### config.mk
export PLATFORM = sky130hd
export DESIGN_NAME = pueo_trig_src_mux
export DESIGN_NICKNAME = d
export VERILOG_FILES = /design/src/rtl/pueo_trig_pkg.sv /design/src/rtl/pueo_trig_src_chan.sv /design/src/rtl/pueo_trig_src_mux.sv
export SDC_FILE = /design/constraint.sdc
export NUM_CORES = 1
export LEC_CHECK = 0
export ABC_AREA = 1
export CORE_MARGIN = 2
export CORE_UTILIZATION = 56
export DETAILED_ROUTE_END_ITERATION = 6
export PLACE_DENSITY = 0.82
export SETUP_SLACK_MARGIN = 0.05
export SYNTH_ARGS = -nofsm -noshare
export SYNTH_HDL_FRONTEND = slang
export SYNTH_SLANG_ARGS = --single-unit
### constraint.sdc
create_clock -name sysclk_i -period 2.98 [get_ports sysclk_i]
set_input_delay 0.447 -clock sysclk_i [delete_from_list [all_inputs] [get_ports sysclk_i]]
set_output_delay 0.447 -clock sysclk_i [all_outputs]
set_load 0.01 [all_outputs]
### src/rtl/pueo_trig_pkg.sv
// Shared types and helpers for the PUEO multi-source trigger front end.
// Holds the output record layout, hold-timer states and the round-robin picker.
package pueo_trig_pkg;

    localparam int unsigned META_VALID_BIT = 7;
    localparam int unsigned SEQ_W          = 7;
    localparam int unsigned DROP_W         = 16;
    localparam int unsigned REC_ADDR_W     = 16;
    localparam int unsigned REC_SRC_W      = 4;

    typedef struct packed {
        logic [REC_ADDR_W-1:0] addr;
        logic [REC_SRC_W-1:0]  src;
        logic [SEQ_W-1:0]      seq;
    } trig_rec_t;

    typedef enum logic {
        HOLD_IDLE,
        HOLD_ACTIVE
    } hold_state_e;

    // First requester after 'last', wrapping modulo nchan; returns 'last' if none.
    function automatic logic [3:0] rr_pick(input logic [15:0] req,
                                           input logic [3:0]  last,
                                           input int unsigned nchan);
        logic [3:0]  pick;
        logic        found;
        int unsigned idx;
        pick  = last;
        found = 1'b0;
        for (int unsigned i = 1; i <= 16; i++) begin
            idx = 32'(last) + i;
            if (idx >= nchan) idx = idx - nchan;
            if (!found && i <= nchan && req[idx[3:0]]) begin
                pick  = idx[3:0];
                found = 1'b1;
            end
        end
        return pick;
    endfunction

endpackage

### src/rtl/pueo_trig_src_chan.sv
// One trigger source: synchronizer, edge detect, prescale, holdoff,
// pending flag with offset-corrected address capture, sequence and drop counters.
module pueo_trig_src_chan
    import pueo_trig_pkg::*;
#(
    parameter int unsigned ADDR_W     = 12,
    parameter int unsigned OFS_W      = 16,
    parameter int unsigned PRESCALE_W = 16,
    parameter int unsigned HOLDOFF_W  = 16
) (
    input  logic                  sysclk_i,
    input  logic                  sysclk_rstn_i,
    input  logic                  running_i,
    input  logic [ADDR_W-1:0]     cur_addr_i,
    input  logic                  trig_in_i,
    input  logic                  en_i,
    input  logic [OFS_W-1:0]      offset_i,
    input  logic [PRESCALE_W-1:0] prescale_i,
    input  logic [HOLDOFF_W-1:0]  holdoff_i,
    input  logic                  cfg_update_i,
    input  logic                  grant_i,
    input  logic                  seq_inc_i,
    output logic                  pending_o,
    output logic [ADDR_W-1:0]     addr_o,
    output logic [SEQ_W-1:0]      seq_o,
    output logic [DROP_W-1:0]     drop_cnt_o
);

    logic [2:0]            trig_sync_q;
    logic [1:0]            en_sync_q;
    logic [PRESCALE_W-1:0] pre_cnt_q;
    logic [HOLDOFF_W-1:0]  holdoff_cnt_q;
    logic                  edge_det;
    logic                  qual;
    logic                  to_pre;
    logic                  drop;
    logic                  fire;
    logic                  ofs_unused;

    assign edge_det   = trig_sync_q[1] & ~trig_sync_q[2];
    assign qual       = edge_det & en_sync_q[1] & running_i;
    assign to_pre     = qual && (holdoff_cnt_q == '0) && !pending_o;
    assign drop       = qual && (holdoff_cnt_q == '0) && pending_o;
    assign fire       = to_pre && (pre_cnt_q == '0);
    assign ofs_unused = ^offset_i;

    always_ff @(posedge sysclk_i or negedge sysclk_rstn_i) begin
        if (!sysclk_rstn_i) begin
            trig_sync_q <= '0;
            en_sync_q   <= '0;
        end else begin
            trig_sync_q <= {trig_sync_q[1:0], trig_in_i};
            en_sync_q   <= {en_sync_q[0], en_i};
        end
    end

    always_ff @(posedge sysclk_i or negedge sysclk_rstn_i) begin
        if (!sysclk_rstn_i) begin
            pre_cnt_q <= '0;
        end else if (cfg_update_i || !running_i) begin
            pre_cnt_q <= prescale_i;
        end else if (to_pre) begin
            pre_cnt_q <= fire ? prescale_i : pre_cnt_q - PRESCALE_W'(1);
        end
    end

    // Fire only happens with pending low and grant only with pending high, so they never collide.
    always_ff @(posedge sysclk_i or negedge sysclk_rstn_i) begin
        if (!sysclk_rstn_i) begin
            pending_o     <= 1'b0;
            addr_o        <= '0;
            holdoff_cnt_q <= '0;
            seq_o         <= '0;
            drop_cnt_o    <= '0;
        end else if (!running_i) begin
            pending_o     <= 1'b0;
            holdoff_cnt_q <= '0;
            seq_o         <= '0;
            drop_cnt_o    <= '0;
        end else begin
            if (fire) begin
                pending_o     <= 1'b1;
                addr_o        <= cur_addr_i - offset_i[ADDR_W-1:0];
                holdoff_cnt_q <= holdoff_i;
            end else begin
                if (grant_i) pending_o <= 1'b0;
                if (holdoff_cnt_q != '0) holdoff_cnt_q <= holdoff_cnt_q - HOLDOFF_W'(1);
            end
            if (drop && (drop_cnt_o != '1)) drop_cnt_o <= drop_cnt_o + DROP_W'(1);
            if (seq_inc_i) seq_o <= seq_o + SEQ_W'(1);
        end
    end

endmodule

### src/rtl/pueo_trig_src_mux.sv
// Multi-source trigger front end: per-channel qualification, then a round-robin
// grant once per sysclk phase period into a held, phase-aligned output record.
module pueo_trig_src_mux
    import pueo_trig_pkg::*;
#(
    parameter int unsigned NCHAN      = 4,
    parameter int unsigned ADDR_W     = 12,
    parameter int unsigned OFS_W      = 16,
    parameter int unsigned PRESCALE_W = 16,
    parameter int unsigned HOLDOFF_W  = 16,
    parameter int unsigned PHASE_LEN  = 8,
    parameter int unsigned CAP_PHASE  = 2,
    parameter int unsigned HOLD_LEN   = 4,
    localparam int unsigned SRC_W     = (NCHAN > 1) ? $clog2(NCHAN) : 1
) (
    input  logic                        sysclk_i,
    input  logic                        sysclk_rstn_i,
    input  logic                        sysclk_phase_i,
    input  logic                        running_i,
    input  logic [ADDR_W-1:0]           cur_addr_i,
    input  logic [NCHAN-1:0]            trig_in_i,
    input  logic [NCHAN-1:0]            en_i,
    input  logic [NCHAN*OFS_W-1:0]      offset_i,
    input  logic [NCHAN*PRESCALE_W-1:0] prescale_i,
    input  logic [NCHAN*HOLDOFF_W-1:0]  holdoff_i,
    input  logic                        cfg_update_i,
    output logic [ADDR_W-1:0]           trig_addr_o,
    output logic [7:0]                  trig_meta_o,
    output logic [SRC_W-1:0]            trig_src_o,
    output logic                        trig_valid_o,
    output logic [NCHAN*DROP_W-1:0]     drop_cnt_o
);

    localparam int unsigned PH_W = (PHASE_LEN > 1) ? $clog2(PHASE_LEN) : 1;
    localparam int unsigned HC_W = $clog2(HOLD_LEN + 1);

    logic [PH_W-1:0]   phase_q;
    hold_state_e       state_q, state_d;
    logic [HC_W-1:0]   hold_q, hold_d;
    logic [SRC_W-1:0]  last_q;
    logic [SRC_W-1:0]  sel;
    trig_rec_t         rec_q;
    logic              grant;
    logic              seq_inc;
    logic [15:0]       req_pad;
    logic [NCHAN-1:0]  pend;
    logic [NCHAN-1:0]  grant_vec;
    logic [NCHAN-1:0]  seq_inc_vec;
    logic [ADDR_W-1:0] chan_addr [NCHAN];
    logic [SEQ_W-1:0]  chan_seq  [NCHAN];
    logic              rec_unused;

    for (genvar g = 0; g < NCHAN; g++) begin : g_chan
        assign grant_vec[g]   = grant && (sel == SRC_W'(g));
        assign seq_inc_vec[g] = seq_inc && (rec_q.src == REC_SRC_W'(g));

        pueo_trig_src_chan #(
            .ADDR_W     (ADDR_W),
            .OFS_W      (OFS_W),
            .PRESCALE_W (PRESCALE_W),
            .HOLDOFF_W  (HOLDOFF_W)
        ) u_chan (
            .sysclk_i      (sysclk_i),
            .sysclk_rstn_i (sysclk_rstn_i),
            .running_i     (running_i),
            .cur_addr_i    (cur_addr_i),
            .trig_in_i     (trig_in_i[g]),
            .en_i          (en_i[g]),
            .offset_i      (offset_i[g*OFS_W +: OFS_W]),
            .prescale_i    (prescale_i[g*PRESCALE_W +: PRESCALE_W]),
            .holdoff_i     (holdoff_i[g*HOLDOFF_W +: HOLDOFF_W]),
            .cfg_update_i  (cfg_update_i),
            .grant_i       (grant_vec[g]),
            .seq_inc_i     (seq_inc_vec[g]),
            .pending_o     (pend[g]),
            .addr_o        (chan_addr[g]),
            .seq_o         (chan_seq[g]),
            .drop_cnt_o    (drop_cnt_o[g*DROP_W +: DROP_W])
        );
    end

    always_ff @(posedge sysclk_i or negedge sysclk_rstn_i) begin
        if (!sysclk_rstn_i) begin
            phase_q <= '0;
        end else if (sysclk_phase_i) begin
            phase_q <= '0;
        end else if (phase_q != PH_W'(PHASE_LEN - 1)) begin
            phase_q <= phase_q + PH_W'(1);
        end
    end

    always_comb begin
        req_pad = '0;
        req_pad[NCHAN-1:0] = pend;
        sel = SRC_W'(rr_pick(req_pad, 4'(last_q), NCHAN));
    end

    // Hold window runs off its own counter; the phase only gates when a grant may start.
    always_comb begin
        state_d = state_q;
        hold_d  = hold_q;
        grant   = 1'b0;
        seq_inc = 1'b0;
        case (state_q)
            HOLD_IDLE: begin
                if (phase_q == PH_W'(CAP_PHASE) && running_i && (pend != '0)) begin
                    grant   = 1'b1;
                    state_d = HOLD_ACTIVE;
                    hold_d  = '0;
                end
            end
            HOLD_ACTIVE: begin
                if (hold_q == HC_W'(HOLD_LEN - 1)) begin
                    state_d = HOLD_IDLE;
                    seq_inc = 1'b1;
                end else begin
                    hold_d = hold_q + HC_W'(1);
                end
            end
            default: state_d = HOLD_IDLE;
        endcase
    end

    always_ff @(posedge sysclk_i or negedge sysclk_rstn_i) begin
        if (!sysclk_rstn_i) begin
            state_q <= HOLD_IDLE;
            hold_q  <= '0;
        end else begin
            state_q <= state_d;
            hold_q  <= hold_d;
        end
    end

    always_ff @(posedge sysclk_i or negedge sysclk_rstn_i) begin
        if (!sysclk_rstn_i) begin
            last_q <= SRC_W'(NCHAN - 1);
            rec_q  <= '0;
        end else begin
            if (!running_i) begin
                last_q <= SRC_W'(NCHAN - 1);
            end else if (grant) begin
                last_q <= sel;
            end
            if (grant) begin
                rec_q.addr <= REC_ADDR_W'(chan_addr[sel]);
                rec_q.src  <= REC_SRC_W'(sel);
                rec_q.seq  <= chan_seq[sel];
            end
        end
    end

    assign trig_addr_o  = rec_q.addr[ADDR_W-1:0];
    assign trig_src_o   = rec_q.src[SRC_W-1:0];
    assign trig_valid_o = (state_q == HOLD_ACTIVE);
    assign rec_unused   = ^{rec_q.addr, rec_q.src};

    always_comb begin
        trig_meta_o = '0;
        trig_meta_o[SEQ_W-1:0] = rec_q.seq;
        trig_meta_o[META_VALID_BIT] = 1'b1;
    end

endmodule

Yosys cells after proc, flatten, opt, wreduce, memory -nomap -nowiden
Index checks and enable logic that the tools add are counted.
{ "op_classes": {"addsub": 30, "order_cmp": 9, "n_eq_ne": 32, "n_mux": 90, "bitwise_logic": 18, "reduce_logical": 67} }
{ "ops": {"columns": ["operator", "n"], "rows": [
  ["$mux W16", 32],
  ["$logic_not A16 Y1", 8],
  ["$sub A16 B1 Y16 const B", 8],
  ["$mux W7", 10],
  ["$add A16 B1 Y16 const B", 4],
  ["$ne A16 B16 Y1 const B", 4],
  ["$reduce_bool A16 Y1", 4],
  ["$sub A12 B12 Y12", 4],
  ["$logic_and A1 B1 Y1", 33],
  ["$add A7 B1 Y7 const B", 4],
  ["$bmux W12 S2", 1],
  ["$mux W1", 24],
  ["$mux W12", 2],
  ["$ne A3 B1 Y1 const B", 8],
  ["$lt A4 B5 Y1 const B", 4],
  ["$ne A2 B1 Y1 const B", 9],
  ["$bmux W1 S4", 4],
  ["$mux W4", 4],
  ["$bmux W7 S2", 1],
  ["$and A1 B1 Y1", 12],
  ["$ge A3 B3 Y1 const B", 4],
  ["$mux W2", 6],
  ["$mux W3", 4],
  ["$sub A3 B3 Y4 const B", 3],
  ["other kinds (22)", 49]
]} }
{ "word_totals": {"regBits": 322, "inputBits": 217, "out_inout_bits": 87, "wordCells": 285} }

Longest topological paths before layout
Gate-level depths: netlist of run 1.
{ "logic_depth": {"ltp_word": 20, "mapped_depth": 18, "ltp_nobuf": 15} }

Hierarchy
From an unflattened synthesis of run 1, not the netlist that was laid out.
{ "hier_totals": {"hier_cells": 3235, "area_unflattened_um2": 23392.4} }
{ "modules_own_cells": {"columns": ["mod", "instances", "cells_per_inst", "area_each_um2", "seq_area_each_um2"], "rows": [
  ["pueo_trig_src_chan (g_chan[1].u_chan ...)", 2, 705, 5211.2, 1826.8],
  ["pueo_trig_src_chan (g_chan[3].u_chan)", 1, 708, 5230.0, 1826.8],
  ["pueo_trig_src_chan (g_chan[0].u_chan)", 1, 707, 5109.9, 1826.8],
  ["pueo_trig_src_mux", 1, 410, 2630.0, 753.2]
]} }

Worst setup path after synthesis of run 1
No wires, ideal clock.
{ "synth_timing": {"path_type": "reg-to-reg", "start": "register last_q[0]", "end": "register g_chan[0].u_chan.pending_o", "setup_ns": 0.128, "t_arrival_ns": 2.151, "required_ns": 2.852, "path_slack_ns": 0.701, "path_stages_with_launch": 13, "path_buffers": 2, "synth_period_minus_slack_ns": 2.279, "cell_sequence": "dfstp_2 > buf_6 > inv_4 > ha_1 > inv_1 > nand3_1 > nand3_4 > nand4_1 > buf_2 > a21oi_1 > nand2_1 > nand3_1 > nand2_1"} }
{ "synth_via": {"elab_chain_len": 18} }
{ "synth_rtl": {"columns": ["item", "line", "text"], "rows": [
  ["start, declared", "pueo_trig_src_mux.sv:40", "logic [SRC_W-1:0] last_q;"],
  ["start signal, assigned", "pueo_trig_src_mux.sv:136", "last_q <= SRC_W'(NCHAN - 1);"],
  ["start signal, assigned", "pueo_trig_src_mux.sv:140", "last_q <= SRC_W'(NCHAN - 1);"],
  ["start signal, assigned", "pueo_trig_src_mux.sv:142", "last_q <= sel;"],
  ["$add A2 B1 Y3", "pueo_trig_pkg.sv:32", "idx = 32'(last) + i;"],
  ["$sub A3 B3 Y4 or $ge A3 B3 Y1 (tied branches)", "pueo_trig_pkg.sv:33", "if (idx >= nchan) idx = idx - nchan;"],
  ["$mux W4", "pueo_trig_pkg.sv:33", null],
  ["$bmux W1 S4", "pueo_trig_pkg.sv:34", "if (!found && i <= nchan && req[idx[3:0]]) begin"],
  ["$mux W1 (implied by the code)", "pueo_trig_pkg.sv:34", null],
  ["$mux W1", "pueo_trig_pkg.sv:34", null],
  ["$logic_not A1 Y1", "pueo_trig_pkg.sv:34", null],
  ["$logic_and A1 B1 Y1", "pueo_trig_pkg.sv:34", null],
  ["[... 2 more ...]", null, null],
  ["$logic_and A1 B1 Y1", "pueo_trig_pkg.sv:34", null],
  ["$mux W1", "pueo_trig_pkg.sv:34", null],
  ["$logic_not A1 Y1", "pueo_trig_pkg.sv:34", null],
  ["$logic_and A1 B1 Y1", "pueo_trig_pkg.sv:34", null],
  ["$mux W2 *", "pueo_trig_pkg.sv:34", null],
  ["$logic_not A2 Y1 *", "pueo_trig_src_mux.sv:54", "assign grant_vec[g] = grant && (sel == SRC_W'(g));"],
  ["$logic_and A1 B1 Y1 *", "pueo_trig_src_mux.sv:54", null],
  ["$ne A3 B1 Y1 (no source line) *", null, null],
  ["end signal, assigned", "pueo_trig_src_chan.sv:70", "pending_o <= 1'b0;"],
  ["end signal, assigned", "pueo_trig_src_chan.sv:76", "pending_o <= 1'b0;"],
  ["end signal, assigned", "pueo_trig_src_chan.sv:82", "pending_o <= 1'b1;"],
  ["end, declared", "pueo_trig_src_chan.sv:23", "output logic pending_o,"]
]} }
Mark *: on every way between the ends. The rest lies on a longest branch, timed or not. The select of a mux whose other input is x is not followed.
A chain may end at the register's enable or synchronous reset.

Final worst setup path of run 1
{ "layout_timing": {"start": "register last_q[1]", "end": "register g_chan[0].u_chan.pending_o"} }
Same word-level chain as after synthesis.

==> run_results.csv, run 1 <==
group,metric,value,unit
status,status,"finished, final reports clean",
grt,gr-usage-all-layers,0.3024,
yosys,ys_seq_area_frac,0.3837,
power,peakVddDrop,0.0004304,V
clock_network,cts_tree,"done",
power,powerDensity,551.5,mW/mm²
timing,fin_setup_tns,0,ns
detailed_routing,drt_iter0_drc,1502,
die,die_w,197.7,µm
worst_setup_path,rr_endpoint,"g_chan[0].u_chan.pending_o",
layout,layout-drive-gt1-share,0.05482,
worst_setup_path,rr_startpoint,"last_q[1]",
worst_setup_path,critical-path-top-delay-family,"simple AND/OR/NAND/NOR gates",
flow_run,maxCapViolCount,0,
worst_hold_path,hp-start,"en_i[2]",
grt,grt_pass1_wl,96.54,mm
yosys,synth-edff-count,0,
clock_network,clk_latency,0.55,ns
layout,n_fill_cell,3003,
yosys,yosys_warnings,0,
yosys,synthArstFlopShare,1.000,
detailed_routing,via_per_inst,5.601,
timing,period_needed,2.678,ns
timing,max_freq,373.5,MHz
worst_setup_path,startpoint_type,"flip-flop",
worst_setup_path,timing.critical_path.arrival,3.10,ns
timing,final_max_slew_viol_count,0,
die,die_area,0.03908,mm²
grt,grt_overflow,0,
die,start_util,0.5711,
worst_setup_path,worst-setup-path-type,"flip-flop to flip-flop",
placed_design,hpwl,43.46,mm
timing,maxSlewHeadroom,0.3884,
grt,first_global_vias,19750,
layout,layout.area.seq,0.008060,mm²
die,core,0.03679,mm²
timing,finalHoldViolCount,0,
yosys,syn_inst,2877,
worst_hold_path,hold_depth,1,
yosys,synth_cell_types,56,
grt,grt_antenna_before_repair,3,
timing,skew,0.02276,ns
yosys,netlist_area,0.02101,mm²
clock_network,cts_setup_buffers,0,
detailed_routing,dr.pass1.iters,6,
worst_setup_path,max_stage_delay,0.60,ns
worst_setup_path,cp_max_fo,39,
detailed_routing,wire_per_inst,16.07,µm
timing,fin_crit_sh,0.8985,
clock_network,cts_max_path_buffers,3,
worst_setup_path,ff2ff_path_depth,11,
worst_setup_path,critPathCaptureType,"flip-flop",
clock_network,clkTransAtPathRegs,0.06,ns
detailed_routing,num_vias,20410,
yosys,ys_ff_latch,322,
grt,grt_max_degree,73,
worst_setup_path,cp_num_buf_inv,3,
yosys,avgSynthCellArea,7.301,µm²
timing,tightest_slew,0.9140,ns
layout,multi_input_area,0.01112,mm²
detailed_routing,ant_nets,0,
power,power_leakage,12.52,nW
detailed_routing,wirelength,58.57,mm
layout,final_util,0.6977,
die,die_h,197.7,µm
clock_network,numCtsBuffers,38,
placed_design,gp_congestion,0.9448,
clock_network,cts-root-buf,"clkbuf_16",
layout,nNetsFinal,3446,
detailed_routing,route.detailed.drc,0,
worst_setup_path,path_cells,"inv_1 -> ha_1 -> inv_1 -> nand3_1 -> nand3_4 -> nand4_1 -> buf_12 -> a21oi_1 -> nand2_1 -> nand3_1 -> nand2_1",
layout,layout_common_cells,"745 x nand2_1, 337 x inv_1, 320 x dfrtp_1",
clock_network,htreeDepth,2,
worst_hold_path,hold_class,"input port to flip-flop",
yosys,ys.flop_type,"dfrtp_1",
clock_network,cts_sinks,322,
timing,setup_violations,0,
timing,rsz0062_at_grt,"no",
placed_design,port_buffers,286,
yosys,synth_nets,3176,
layout,final_common_cell,"nand2_1",
worst_setup_path,worstPathRequired,3.40,ns
worst_setup_path,reg2reg_slack,0.30,ns
die,pin_count,304,
layout,area_delta_synth_final,22.18,%
worst_setup_path,cp_slowest_cell,"dfstp_2",
worst_hold_path,hold_path_end,"g_chan[2].u_chan.en_sync_q[0]",
die,placementRows,70,
==> cells by family after synthesis <==
| kind of cell | share of synthesized area |
|---|---|
| compound gates | 0.08970 |
| xor+xnor | 0.07213 |
| fa+ha+maj | 0.05027 |
| buf+inv | 0.08827 |
| flops | 0.3837 |
| other cells | 0.0001785 |
| simple gates | 0.3157 |
==> area by class of cell <==
| class | instances | area share |
|---|---|---|
| multi-input combinational | 2100 | 0.4331 |
| sequential | 322 | 0.3141 |
| timing repair buffer | 327 | 0.1276 |
| inverter | 358 | 0.05246 |
| clock buffer | 53 | 0.04315 |
| tap | 468 | 0.02282 |
| clock inverter | 14 | 0.006484 |
| antenna | 3 | 0.0002925 |
==> Yosys cell counts (all sizes together) (4+ instances only) <==
master / n / share of area
a21oi: 104 / 0.025
or2: 7 / 0.0021
fa: 4 / 0.0038
nand2: 749 / 0.13
o21ai: 164 / 0.039
ha: 78 / 0.046
inv: 357 / 0.064
nand3: 296 / 0.074
dfrtp: 320 / 0.38
clkbuf: 32 / 0.0057
nor4: 9 / 0.0027
o31ai: 23 / 0.0082
nor3: 69 / 0.018
a211oi: 5 / 0.0018
buf: 65 / 0.018
nand4: 100 / 0.030
a31oi: 4 / 0.0012
xor2: 125 / 0.052
a21boi: 6 / 0.0021
nor2: 262 / 0.049
nand3b: 5 / 0.0024
o21bai: 6 / 0.0023
xnor2: 48 / 0.020
a22oi: 17 / 0.0061
==> worst max path at each step <==
stage | start | to | slack [ns] | depth (start not counted)
3_5_place_dp | last_q[1] | trig_meta_o[5] | 0.18 | 12
5_1_grt | last_q[1] | g_chan[2].u_chan.pending_o | 0.08 | 12
4_1_cts | last_q[1] | trig_meta_o[5] | 0.14 | 12
3_3_place_gp | last_q[1] | trig_addr_o[8] | 0.29 | 12
2_1_floorplan | last_q[0] | g_chan[0].u_chan.pending_o | 0.70 | 12
6_report | last_q[1] | g_chan[0].u_chan.pending_o | 0.30 | 11
==> where the power goes <==
| part | internal, mW | total (mW) | switching (mW) |
|---|---|---|---|
| registers | 4.86 | 5.29 | 0.428 |
| clock network | 2.86 | 4.78 | 1.92 |
| logic | 1.67 | 4.09 | 2.41 |
| total | 9.39 | 14.2 | 4.76 |
==> metal layers <==
layer | up-vias | global-route usage | part of all wire
met1 | 9607 | 0.4091 | 0.43
met3 | 144 | 0.03978 | 0.070
met2 | 746 | 0.4979 | 0.47
met4 | 2 | 0.1117 | 0.033
met5 | - | 0 | 0.00020
li1 | 9915 | - | -
==> registers in the layout, indices dropped and copies added, names as in the netlist <==
register                     flops
g_chan.u_chan.addr_o            48
g_chan.u_chan.drop_cnt_o        64
g_chan.u_chan.en_sync_q          8
g_chan.u_chan.holdoff_cnt_q     64
g_chan.u_chan.pending_o          4
g_chan.u_chan.pre_cnt_q         64
g_chan.u_chan.seq_o             28
g_chan.u_chan.trig_sync_q       12
hold_q                           3
last_q                           2
phase_q                          3
trig_addr_o                     12
trig_meta_o                      7
trig_src_o                       2
trig_valid_o                     1
==> through the flow <==
stage / cell area, µm² / instances / hold slack [ns] / setup WS (ns) / total power [mW]
floorplan: 21010 / 2877 / 0.1514 / 0.7014 / 8.245
CTS: 25640 / 3642 / 0.3309 / 0.1379 / 14.19
detailed placement: 24360 / 3574 / 0.3385 / 0.1806 / 9.355
global route: 25660 / 3643 / 0.3317 / 0.07989 / 15.01
global placement: 24360 / 3574 / 0.3350 / 0.2905 / 9.227
finish: 25660 / 3645 / 0.3435 / 0.3025 / 14.16
==> what timing repair did <==
| action | CTS | global route |
|---|---|---|
| hold buffers | 1 | 0 |
| resized for setup | 0 | 2 |
| endpoints found under the hold margin | 59 | 0 |
| endpoints found under the setup margin | 0 | 21 |
Note: power is estimated with default switching activity, not from simulation.
==> run 2: changes to the inputs <==
Settings changed: CELL_PAD_IN_SITES_DETAIL_PLACEMENT set to 1, CELL_PAD_IN_SITES_GLOBAL_PLACEMENT set to 1, CORE_UTILIZATION 56 to 40, CTS_CLUSTER_SIZE set to 25, PLACE_DENSITY 0.82 to unset, PLACE_DENSITY_LB_ADDON set to 0.1, SKIP_CTS_REPAIR_TIMING set to 1.
==> run 2 against run 1 <==
- clock skew fell by 0.0049 ns
- final cell count rose by 6.1%
- sequential cell count did not move
- core utilization fell by 19 points
==> run_results.csv, run 2 (synthesis results as in run 1) <==
group,metric,value,unit
detailed_routing,drt_iter0_drc,1081,
timing,skew,0.01782,ns
die,core,0.05161,mm²
worst_setup_path,timing.critical_path.arrival,3.11,ns
clock_network,numCtsBuffers,41,
timing,setup_violations,0,
worst_setup_path,crit_start,"g_chan[0].u_chan.holdoff_cnt_q[0]",
die,pin_count,304,
worst_setup_path,worst-setup-path-type,"flip-flop to flip-flop",
layout,multi_input_area,0.01111,mm²
timing,fin_setup_tns,0,ns
timing,fin_crit_sh,0.8796,
die,die_h,233.2,µm
detailed_routing,wire_per_inst,18.27,µm
worst_setup_path,critPathCaptureType,"flip-flop",
worst_setup_path,crit_top_cell,"inv_1",
worst_setup_path,max_stage_delay,0.54,ns
timing,finalHoldViolCount,0,
clock_network,cts-root-buf,"clkbuf_16",
grt,use_met1,0.3407,
layout,area_delta_synth_final,24.36,%
clock_network,cts_sinks,322,
placed_design,gp_congestion,0.8682,
clock_network,clk_latency,0.58,ns
grt,gr-usage-all-layers,0.2615,
grt,grt_antenna_before_repair,2,
layout,nNetsFinal,3454,
worst_hold_path,hold_class,"input port to flip-flop",
detailed_routing,num_vias,20350,
grt,met2_usage,0.4509,
timing,max_freq,381.5,MHz
power,peakVddDrop,0.0005109,V
power,report.power.total,14.82,mW
layout,reg_top3,"g_chan.u_chan.drop_cnt_o (64), g_chan.u_chan.holdoff_cnt_q (64), g_chan.u_chan.pre_cnt_q (64)",
worst_setup_path,path_cells,"inv_1 -> ha_1 -> inv_1 -> nor3_1 -> nand4_2 -> inv_1 -> nand3_2 -> nand2_1 -> nand4_1 -> o21ai_1",
detailed_routing,ant_nets,0,
grt,grt.busiest_layer,"met2",
worst_setup_path,rr_startpoint,"g_chan[0].u_chan.holdoff_cnt_q[0]",
worst_setup_path,startpoint_type,"flip-flop",
flow_run,maxCapViolCount,0,
clock_network,clkTransAtPathRegs,0.06,ns
clock_network,htreeDepth,2,
grt,grt_overflow,0,
clock_network,cts_max_path_buffers,3,
clock_network,cts_tree,"done",
timing,tightest_slew,1.022,ns
power,power_leakage,12.61,nW
layout,layout_common_cells,"744 x nand2_1, 337 x inv_1, 320 x dfrtp_1",
worst_hold_path,hp-start,"en_i[3]",
die,die_w,233.2,µm
placed_design,hpwl,53.09,mm
timing,maxSlewHeadroom,0.3165,
grt,grt_pass1_wl,113.9,mm
layout,layout.area.seq,0.008060,mm²
timing,period_needed,2.621,ns
timing,rsz0062_at_grt,"no",
grt,grt_max_degree,76,
detailed_routing,via_per_inst,5.262,
layout,final_common_cell,"nand2_1",
layout,n_fill_cell,6434,
die,placementRows,83,
die,die_area,0.05437,mm²
timing,final_max_slew_viol_count,0,
detailed_routing,dr.pass1.iters,5,
status,status,"finished, final reports clean",
detailed_routing,route.detailed.drc,0,
worst_setup_path,worstPathRequired,3.47,ns
worst_setup_path,cp_slowest_cell,"nand2_1",
grt,grt_use_met3,0.03491,
worst_setup_path,cp_max_fo,20,
power,powerDensity,567.3,mW/mm²
die,start_util,0.4070,
layout,layout-drive-gt1-share,0.05836,
detailed_routing,wirelength,70.67,mm
placed_design,port_buffers,286,
grt,first_global_vias,21680,
-- run 2: cell count changes in the layout (fill, tap and decap cells not counted), sizes merged --
cell and change:
clkbuf +6, clkinvlp +2, buf +5, inv -1, diode -2, bufinv +1
-- run 2: path summary, 6_finish.rpt --
| kind | slack (ns) | depth (start not counted) | endpoint |
|---|---|---|---|
| worst max-delay path | 0.36 | 10 | g_chan[0].u_chan.drop_cnt_o[10] |
| worst min-delay path | 0.33 | 1 | g_chan[3].u_chan.en_sync_q[0] |
| worst max register to register | 0.36 | 10 | g_chan[0].u_chan.drop_cnt_o[10] |
| worst min register to register | 0.34 | 0 | g_chan[1].u_chan.trig_sync_q[1] |
| max in group asynchronous | 1.67 | 3 | g_chan[3].u_chan.holdoff_cnt_q[14] |
| min in group asynchronous | 0.43 | 2 | g_chan[1].u_chan.drop_cnt_o[10] |
-- run 2: power by group --
part | internal [mW] | switching, mW | total [mW] | leakage [nW]
Clock | 3.19 | 2.07 | 5.26 | 0.690
Sequential | 4.86 | 0.441 | 5.30 | 4.24
Combinational | 1.69 | 2.58 | 4.26 | 7.68
Total | 9.73 | 5.09 | 14.8 | 12.6
-- run 2: metal layers --
layer | part of all wire | routed length (µm) | up-vias
met1 | 0.44 | 31390 | 9934
met5 | 0.00033 | 23 | -
met4 | 0.026 | 1815 | 4
met2 | 0.49 | 34520 | 405
li1 | - | - | 9907
met3 | 0.041 | 2927 | 104
-- run 2: final cells by class --
class                      instances  share of cell area
multi-input combinational       2100              0.4255
sequential                       322              0.3085
timing repair buffer             332              0.1278
inverter                         358             0.05153
clock buffer                      59             0.04655
tap                              680             0.03257
clock inverter                    16            0.007472
antenna                            1          0.00009579
-- run 2: through the flow --
step           hold WS [ns]  utilization  instance area, µm²  worst slack (ns)  std cells
2_1_floorplan        0.1514            -               21010            0.7014       2877
3_3_place_gp         0.3336       0.4783               24690            0.2190       3791
3_5_place_dp         0.3364       0.4783               24690            0.1171       3791
4_1_cts             -0.1235       0.5056               26100           0.09487       3866
5_1_grt              0.3147       0.5061               26120           0.05713       3867
6_report             0.3251       0.5061               26120            0.3588       3868
-- run 2: worst max-delay path, delay by kind of cell (launching register included) --
kind | cells | cell delay (ns)
compound gates | 1 | 0.12
buf+inv | 3 | 0.36
flops | 1 | 0.37
fa+ha+maj | 1 | 0.16
simple gates | 5 | 1.50
